**src/rtl/jtframe_dump_pkg.sv**
```systemverilog
// Shared definitions for the frame-windowed dump controller: mode encoding and
// per-channel state type.
package jtframe_dump_pkg;

  localparam logic [1:0] DUMP_OFF    = 2'd0;
  localparam logic [1:0] DUMP_ALWAYS = 2'd1;
  localparam logic [1:0] DUMP_FRAME  = 2'd2;
  localparam logic [1:0] DUMP_DWNLD  = 2'd3;

  typedef enum logic [1:0] {
    StIdle,
    StWait,
    StOn,
    StDone
  } chan_st_t;

endpackage

```
**src/rtl/jtframe_dump_chan.sv**
```systemverilog
// One dump channel: arms in WAIT, dumps in ON for len frames (0 = forever),
// re-armed by every download start.
module jtframe_dump_chan
  import jtframe_dump_pkg::*;
#(
  parameter int unsigned FW = 32,
  parameter int unsigned LW = 16
) (
  input  logic          clk,
  input  logic          rst_n,
  input  logic [1:0]    mode,
  input  logic [FW-1:0] start,
  input  logic [LW-1:0] len,
  input  logic [FW-1:0] frame_cnt,
  input  logic          vs_fall,
  input  logic          dwnld,
  input  logic          dwnld_rise,
  input  logic          dwnld_fall,
  output logic          dump_on,
  output logic          dump_start,
  output logic          dump_stop
);

  chan_st_t      st;
  logic [LW-1:0] cnt;
  logic [LW-1:0] cnt_inc;
  logic          arm_hit;

  assign cnt_inc = cnt + 1'b1;

  always_comb begin
    arm_hit = 1'b0;
    unique case (mode)
      DUMP_OFF:    arm_hit = 1'b0;
      DUMP_ALWAYS: arm_hit = !dwnld;
      DUMP_FRAME:  arm_hit = !dwnld && (frame_cnt == start);
      DUMP_DWNLD:  arm_hit = dwnld_fall;
      default:     arm_hit = 1'b0;
    endcase
  end

  always_ff @(posedge clk or negedge rst_n) begin
    if (!rst_n) begin
      st         <= StWait;
      cnt        <= '0;
      dump_on    <= 1'b0;
      dump_start <= 1'b0;
      dump_stop  <= 1'b0;
    end else begin
      dump_start <= 1'b0;
      dump_stop  <= 1'b0;
      if (dwnld_rise) begin
        // re-arm overrides whatever the channel was about to do
        st <= StWait;
        if (st == StOn) begin
          dump_on   <= 1'b0;
          dump_stop <= 1'b1;
        end
      end else begin
        unique case (st)
          StWait: begin
            if (mode == DUMP_OFF) begin
              st <= StIdle;
            end else if (arm_hit) begin
              st         <= StOn;
              cnt        <= '0;
              dump_on    <= 1'b1;
              dump_start <= 1'b1;
            end
          end
          StOn: begin
            if (vs_fall) begin
              cnt <= cnt_inc;
              if (len != '0 && cnt_inc == len) begin
                st        <= StDone;
                dump_on   <= 1'b0;
                dump_stop <= 1'b1;
              end
            end
          end
          default: ;
        endcase
      end
    end
  end

endmodule

```
**src/rtl/jtframe_dump_ctrl.sv**
```systemverilog
// Frame-windowed dump trigger: vs synchroniser, frame counter, download edge
// detection and CH independent dump channels.
module jtframe_dump_ctrl #(
  parameter int unsigned CH = 4,
  parameter int unsigned FW = 32,
  parameter int unsigned LW = 16
) (
  input  logic             clk,
  input  logic             rst_n,
  input  logic             vs,
  input  logic             dwnld,
  input  logic [2*CH-1:0]  mode,
  input  logic [FW*CH-1:0] start,
  input  logic [LW*CH-1:0] len,
  output logic [FW-1:0]    frame_cnt,
  output logic [CH-1:0]    dump_on,
  output logic [CH-1:0]    dump_start,
  output logic [CH-1:0]    dump_stop
);

  logic vs_s1, vs_s2, vs_s3;
  logic vs_fall;
  logic dwnld_q;
  logic dwnld_rise, dwnld_fall;

  assign dwnld_rise = dwnld && !dwnld_q;
  assign dwnld_fall = !dwnld && dwnld_q;

  // vs is asynchronous: two sync stages, then a registered falling-edge pulse
  always_ff @(posedge clk or negedge rst_n) begin
    if (!rst_n) begin
      vs_s1   <= 1'b0;
      vs_s2   <= 1'b0;
      vs_s3   <= 1'b0;
      vs_fall <= 1'b0;
      dwnld_q <= 1'b0;
    end else begin
      vs_s1   <= vs;
      vs_s2   <= vs_s1;
      vs_s3   <= vs_s2;
      vs_fall <= vs_s3 && !vs_s2;
      dwnld_q <= dwnld;
    end
  end

  always_ff @(posedge clk or negedge rst_n) begin
    if (!rst_n) begin
      frame_cnt <= '0;
    end else if (dwnld) begin
      frame_cnt <= '0;
    end else if (vs_fall) begin
      frame_cnt <= frame_cnt + 1'b1;
    end
  end

  for (genvar k = 0; k < CH; k++) begin : g_chan
    jtframe_dump_chan #(
      .FW(FW),
      .LW(LW)
    ) u_chan (
      .clk        (clk),
      .rst_n      (rst_n),
      .mode       (mode[2*k+:2]),
      .start      (start[FW*k+:FW]),
      .len        (len[LW*k+:LW]),
      .frame_cnt  (frame_cnt),
      .vs_fall    (vs_fall),
      .dwnld      (dwnld),
      .dwnld_rise (dwnld_rise),
      .dwnld_fall (dwnld_fall),
      .dump_on    (dump_on[k]),
      .dump_start (dump_start[k]),
      .dump_stop  (dump_stop[k])
    );
  end

endmodule

```
**config.mk**
```make
export PLATFORM = sky130hd
export DESIGN_NAME = jtframe_dump_ctrl
export DESIGN_NICKNAME = d
export VERILOG_FILES = /design/src/rtl/jtframe_dump_pkg.sv /design/src/rtl/jtframe_dump_chan.sv /design/src/rtl/jtframe_dump_ctrl.sv
export SDC_FILE = /design/constraint.sdc
export NUM_CORES = 1
export LEC_CHECK = 0
export CAP_MARGIN = 40
export CELL_PAD_IN_SITES_DETAIL_PLACEMENT = 1
export CELL_PAD_IN_SITES_GLOBAL_PLACEMENT = 1
export CORE_MARGIN = 5
export CORE_UTILIZATION = 30
export DETAILED_ROUTE_END_ITERATION = 16
export PLACE_DENSITY_LB_ADDON = 0.25
export RECOVER_POWER = 100
export SYNTH_ARGS = -nofsm -noshare
export SYNTH_HDL_FRONTEND = slang
export SYNTH_SLANG_ARGS = --single-unit
export TNS_END_PERCENT = 20
```
**constraint.sdc**
```tcl
create_clock -name clk -period 4.6 [get_ports clk]
set_input_delay 0.69 -clock clk [delete_from_list [all_inputs] [get_ports clk]]
set_output_delay 0.69 -clock clk [all_outputs]
set_load 0.1 [all_outputs]
```
# Word level (Yosys, flattened, before mapping)

Index checks and enable logic that the tools add are counted.

Bits in registers: 121
Output and inout bits: 44
Input bits: 204

Add/sub/neg operators: 5
Eq/ne operators: 64
Reductions and logical operators: 43
Bitwise logic cells: 1
Multiplexer cells: 110

Operators with widths:

| cell                                                            | number |
|---|---|
| 16-bit two-way mux                                              | 12 |
| 32-bit == test                                                  | 4 |
| 16-bit one-hot mux with 2 select lines                          | 4 |
| 16-bit by 1-bit adder with 16-bit output, second input constant | 4 |
| 16-bit == test                                                  | 4 |
| 32-bit two-way mux                                              | 2 |
| 16-bit nonzero test                                             | 4 |
| 1-bit two-way mux                                               | 60 |
| 2-bit two-way mux                                               | 20 |
| 3-bit != test, second input constant                            | 12 |
| 32-bit by 1-bit adder with 32-bit output, second input constant | 1 |
| 2-bit == test, second input constant                            | 12 |
| 6-bit AND reduction                                             | 4 |
| 5-bit AND reduction                                             | 4 |
| 2-bit by 1-bit == test with 1-bit output, second input constant | 8 |
| 2-bit by 1-bit != test with 1-bit output, second input constant | 8 |
| 2-bit != test, second input constant                            | 8 |
| 4-bit by 2-bit != test with 1-bit output, second input constant | 4 |
| 1-bit one-hot mux with 4 select lines                           | 4 |
| 2-bit one-hot mux with 2 select lines                           | 4 |
| 4-bit AND reduction                                             | 4 |
| 3-bit by 2-bit != test with 1-bit output, second input constant | 4 |
| 3-bit nonzero test                                              | 4 |
| 1-bit logical AND                                               | 11 |
| other kinds (5)                                                 | 17 |

# Depth between registers and ports, before layout

Depth after elaboration: 7
Mapped depth: 10
Mapped depth without buffers: 8

# Hierarchy

Synthesis repeated with hierarchy kept, for this count alone.

Cell total of the unflattened synthesis: 1294
Area total of the unflattened synthesis: 11095.6 µm²

Modules (own cells, without submodules):

| module            | instances | area an instance (µm²) | cells an instance |
|---|---|---|---|
| jtframe_dump_chan | 4         | 2293.4                 | 276 |
| jtframe_dump_ctrl | 1         | 1921.8                 | 190 |

# Worst setup path before layout

Ideal clock, no wire load.

Path type: flip-flop to flip-flop
Start: reg frame_cnt[15]
End: reg g_chan[2].u_chan.cnt[11]
Cell stages (with the launch flop): 10
Clock period less this slack: 3156 ps
Required time: 4482 ps
Path buffers: 2
Arrival time: 3038 ps
Path slack: 1444 ps
Path through: dfrtp_1 > buf_2 > nor2b_1 > or4_1 > nor4_1 > nand4_1 > a21oi_1 > nor2_1 > clkbuf_1 > a21o_1

Word-level cells in the longest chain between the ends: 5

Ends and longest elaborated chain:

| what                                               | line                    | text |
|---|---|---|
| start, declared                                    | jtframe_dump_ctrl.sv:15 | `output logic [FW-1:0] frame_cnt,` |
| start signal, assigned                             | jtframe_dump_ctrl.sv:52 | `frame_cnt <= frame_cnt + 1'b1;` |
| 32-bit == test                                     | jtframe_dump_chan.sv:36 | `DUMP_FRAME: arm_hit = !dwnld && (frame_cnt == start);` |
| 1-bit logical AND                                  | jtframe_dump_chan.sv:36 |  |
| 1-bit one-hot mux with 4 select lines              | jtframe_dump_chan.sv:33 | `unique case (mode)` |
| 2-bit by 1-bit != test with 1-bit output (no line) | -                       |  |
| 5-bit AND reduction (no line)                      | -                       |  |
| end signal, assigned                               | jtframe_dump_chan.sv:73 | `cnt <= cnt_inc;` |
| end, declared                                      | jtframe_dump_chan.sv:25 | `logic [LW-1:0] cnt;` |

Every way passes these cells.
A chain may end at the register's enable or synchronous reset.

# Worst setup path after layout

Start: in start[41]
End: reg g_chan[1].u_chan.cnt[8]

Word-level cells in the longest chain between the ends: 5

Ends and longest elaborated chain:

| what                                               | line                    | text |
|---|---|---|
| start, declared                                    | jtframe_dump_ctrl.sv:13 | `input logic [FW*CH-1:0] start,` |
| 32-bit == test                                     | jtframe_dump_chan.sv:36 |  |
| 1-bit logical AND                                  | jtframe_dump_chan.sv:36 |  |
| 1-bit one-hot mux with 4 select lines              | jtframe_dump_chan.sv:33 |  |
| 2-bit by 1-bit != test with 1-bit output (no line) | -                       |  |
| 5-bit AND reduction (no line)                      | -                       |  |
| end signal, assigned                               | jtframe_dump_chan.sv:73 |  |
| end, declared                                      | jtframe_dump_chan.sv:25 |  |

Every way passes these cells.

==> flow_summary.yaml <==
logic_synthesis:
  yosys-top-cells-area: "dfrtp_1 (30%), xnor2_1 (12%), xor2_1 (9.6%), nand4_1 (3.4%), a21oi_1 (3.4%)"
  synth_seq_area_share: 0.315
  syn_avg_cell_area_sq_um: 8.37
  syn_nets: 1359
  ys_async_sr_fraction: 1.00
  synth_cells: 1150
  ys_types: 69
  ys_ff_latch: 121
  yosysTopAreaCell: "dfrtp_1"
  yosysTopAreaCellShare: 0.304
  syn_area_sq_mm: 0.00962
  synthFlopType: "dfrtp_1"
  synth_edf_count: 0
  synthMostInstantiatedCell: "xnor2_1"
  yosysWarningCount: 0
  synth_commonest_cells: "xnor2_1 (132), dfrtp_1 (117), xor2_1 (106)"
cts:
  h-tree-depth: 4
  cts_root_buf: "clkbuf_16"
  cts_buffers: 17
  cts_hold_buffers: 0
  cts.sinks: 121
  cts_tree: "yes"
  clock_path_buffers: 2
  cts_resized: 0
  clock_latency_ns: 0.42
  clk_pin_slew_worst_paths_ns: 0.06
  postCtsSetupRepairBufs: 0
worst_setup_path:
  max_stage_delay_ns: 0.79
  crit_path_end_kind: "flop"
  crit_fanout: 9
  cpMostUsedCell: "nor4_1"
  startpoint_type: "input pin"
  crit_type: "input pin to flop"
  required_ns: 4.84
  crit_slowest_cell: "a21oi_1"
  worstPathCellList: "dlygate4sd3_1, xor2_1, nor4_1, buf_4, nand4_1, nor4_1, o2111ai_1, a21oi_1, o21ai_0"
  worst-endpoint-arrival_ns: 4.29
route:
  drc_errors: 0
  routed_via_density: 5.35
  vias: 9594
  avgRoutedWirePerCell_um: 20.8
  drt_iter0_markers: 510
  ant_nets: 0
  wl_um: 37300
  firstDrtPassIters: 5
timing:
  fmax_mhz: 247
  rsz0062_at_grt: "no"
  relSlewSlack: -1.17
  final-hold-violation-count: 0
  tns_ns: 0
  tightest_slew_ns: 3.25
  report.final.slew_viol_count: 54
  period_share: 0.881
  finClkSkew_ns: 0.0111
  period_minus_slack_ns: 4.05
  finalSetupViolations: 0
floorplanning:
  io_pins: 248
  dieWidth_um: 189
  core-area_sq_mm: 0.0316
  num_rows: 65
  die_y_um: 189
  initial_core_util: 0.304
  die_area_sq_mm: 0.0358
power:
  powerDensity_mw_per_mm2: 273
  ir_worst_vdd_v: 0.000261
  leakage_nw: 5.28
cells_and_area:
  fin_area_sq_mm: 0.0135
  drive_gt1_frac: 0.0677
  area_delta_synth_final_pct: 40.2
  finalNetCount: 1585
run:
  cap_violations: 1
status:
  status: "complete, but fails checks"
  violations: "capacitance limit, slew limit"
global_route:
  grt_pass1_vias: 10362
  gr-total-overflow: 0
  antenna_found_initial: 4
  grt_pass1_wl_um: 59000
  grt_usage: 0.207
  grt_max_degree: 69
placement:
  numPortBuffers: 247
  hpwl_um: 29100
  gp_congestion: 0.809
  post_dp_cell_area_sq_mm: 0.0130
min_path:
  hold_path.class: "flop to flop"
flip-flops by register name, indices dropped and copies added, names as in the netlist:
name                      count
vs_s2                         1
dwnld_q                       1
vs_s1                         1
g_chan.u_chan.dump_start      4
frame_cnt                    32
g_chan.u_chan.dump_on         4
vs_fall                       1
g_chan.u_chan.dump_stop       4
vs_s3                         1
g_chan.u_chan.cnt            64
g_chan.u_chan.st              8
stage by stage:
step | utilization | std cells | power, W | setup slack [ns] | hold slack, ns
after floorplan | - | 1150 | 0.00189 | 1.44 | 0.331
after global placement | 0.387 | 1713 | 0.00225 | 0.472 | 0.334
after detailed placement | 0.412 | 1759 | 0.00233 | 0.365 | 0.336
after CTS | 0.432 | 1791 | 0.00375 | 0.788 | 0.350
after global routing | 0.427 | 1793 | 0.00388 | 0.367 | 0.351
final | 0.427 | 1793 | 0.00368 | 0.548 | 0.349
metal layers:
layer / part of all wire / global-route usage / routed length, um / vias to the layer above
li1: - / - / - / 4561
met1: 0.44 / 0.258 / 16200 / 4758
met2: 0.50 / 0.363 / 18600 / 229
met3: 0.049 / 0.0472 / 1810 / 42
met4: 0.017 / 0.0504 / 646 / 4
met5: 0.00064 / 0 / 24 / -
logic make-up after synthesis:
group / share of synthesized area
muxes: 0.0173
and+or+nand+nor: 0.237
buffers and inverters: 0.0636
adders and majority gates: 0.00650
xor gates and xnor gates: 0.217
AOI/OAI and AO/OA: 0.144
DFF: 0.315
layout make-up:
cell class	instances	area, sq um
diodes	2	5.00
clock buffers	25	505
clock inverters	7	113
fillers	3655	18100
inverters	32	120
multi-input cells	895	5960
flip-flops and latches	121	3030
well taps	402	503
repair buffers	309	3260
report_power, final:
group | switching, W | leakage [nW] | internal [W]
Sequential | 0.000182 | 1.61 | 0.00117
Combinational | 0.000483 | 3.36 | 0.000445
Clock | 0.000484 | 0.303 | 0.000922
Total | 0.00115 | 5.28 | 0.00254
worst paths after layout:
kind	slack, ns	depth (start not counted)	to	from
worst max-delay path	0.55	9	g_chan[1].u_chan.cnt[8]	start[41]
worst min-delay path	0.35	0	vs_s2	vs_s1
worst max register to register	0.71	8	g_chan[1].u_chan.cnt[8]	frame_cnt[4]
worst min register to register	0.35	0	vs_s2	vs_s1
max in group asynchronous	1.38	1	g_chan[0].u_chan.dump_on	rst_n
min in group asynchronous	1.35	1	g_chan[2].u_chan.cnt[8]	rst_n
cell usage in the layout, fill, tap and decap left out, types with 6 or more instances in the layout:
master           netlist  routed
xor2_1               106     106
a31oi_1               19      19
or3_1                 12      12
nand4_1               53      53
buf_4                 13       9
and3_1                15      15
dfrtp_1              117     117
clkdlybuf4s50_1        0     211
clkbuf_16              0      17
o21ai_0               32      33
a21o_1                 8       8
nand3_1               51      52
a21oi_1               66      66
or4_1                  5       6
o2bb2ai_1             24      24
nor3b_1                8       8
mux2i_1               11      11
xnor2_1              132     132
dlygate4sd3_1          0      34
clkbuf_1              68      22
buf_8                  0      25
and4_1                 9       9
nor3_1                53      53
buf_16                 0      10
inv_1                 32      32
nand2_1               56      56
nor4_1                44      45
nor2_1                82      82
o22ai_1               12      12
nor2b_1               12      12
worst max-delay path: cells and delay by family:
kind,cells,cell delay (ns)
AO/OA/AOI/OAI,3,1.38
AND/OR/NAND/NOR,3,1.24
buffers and inverters,2,0.83
XOR/XNOR,1,0.16
(Power assumes the default switching activity.)
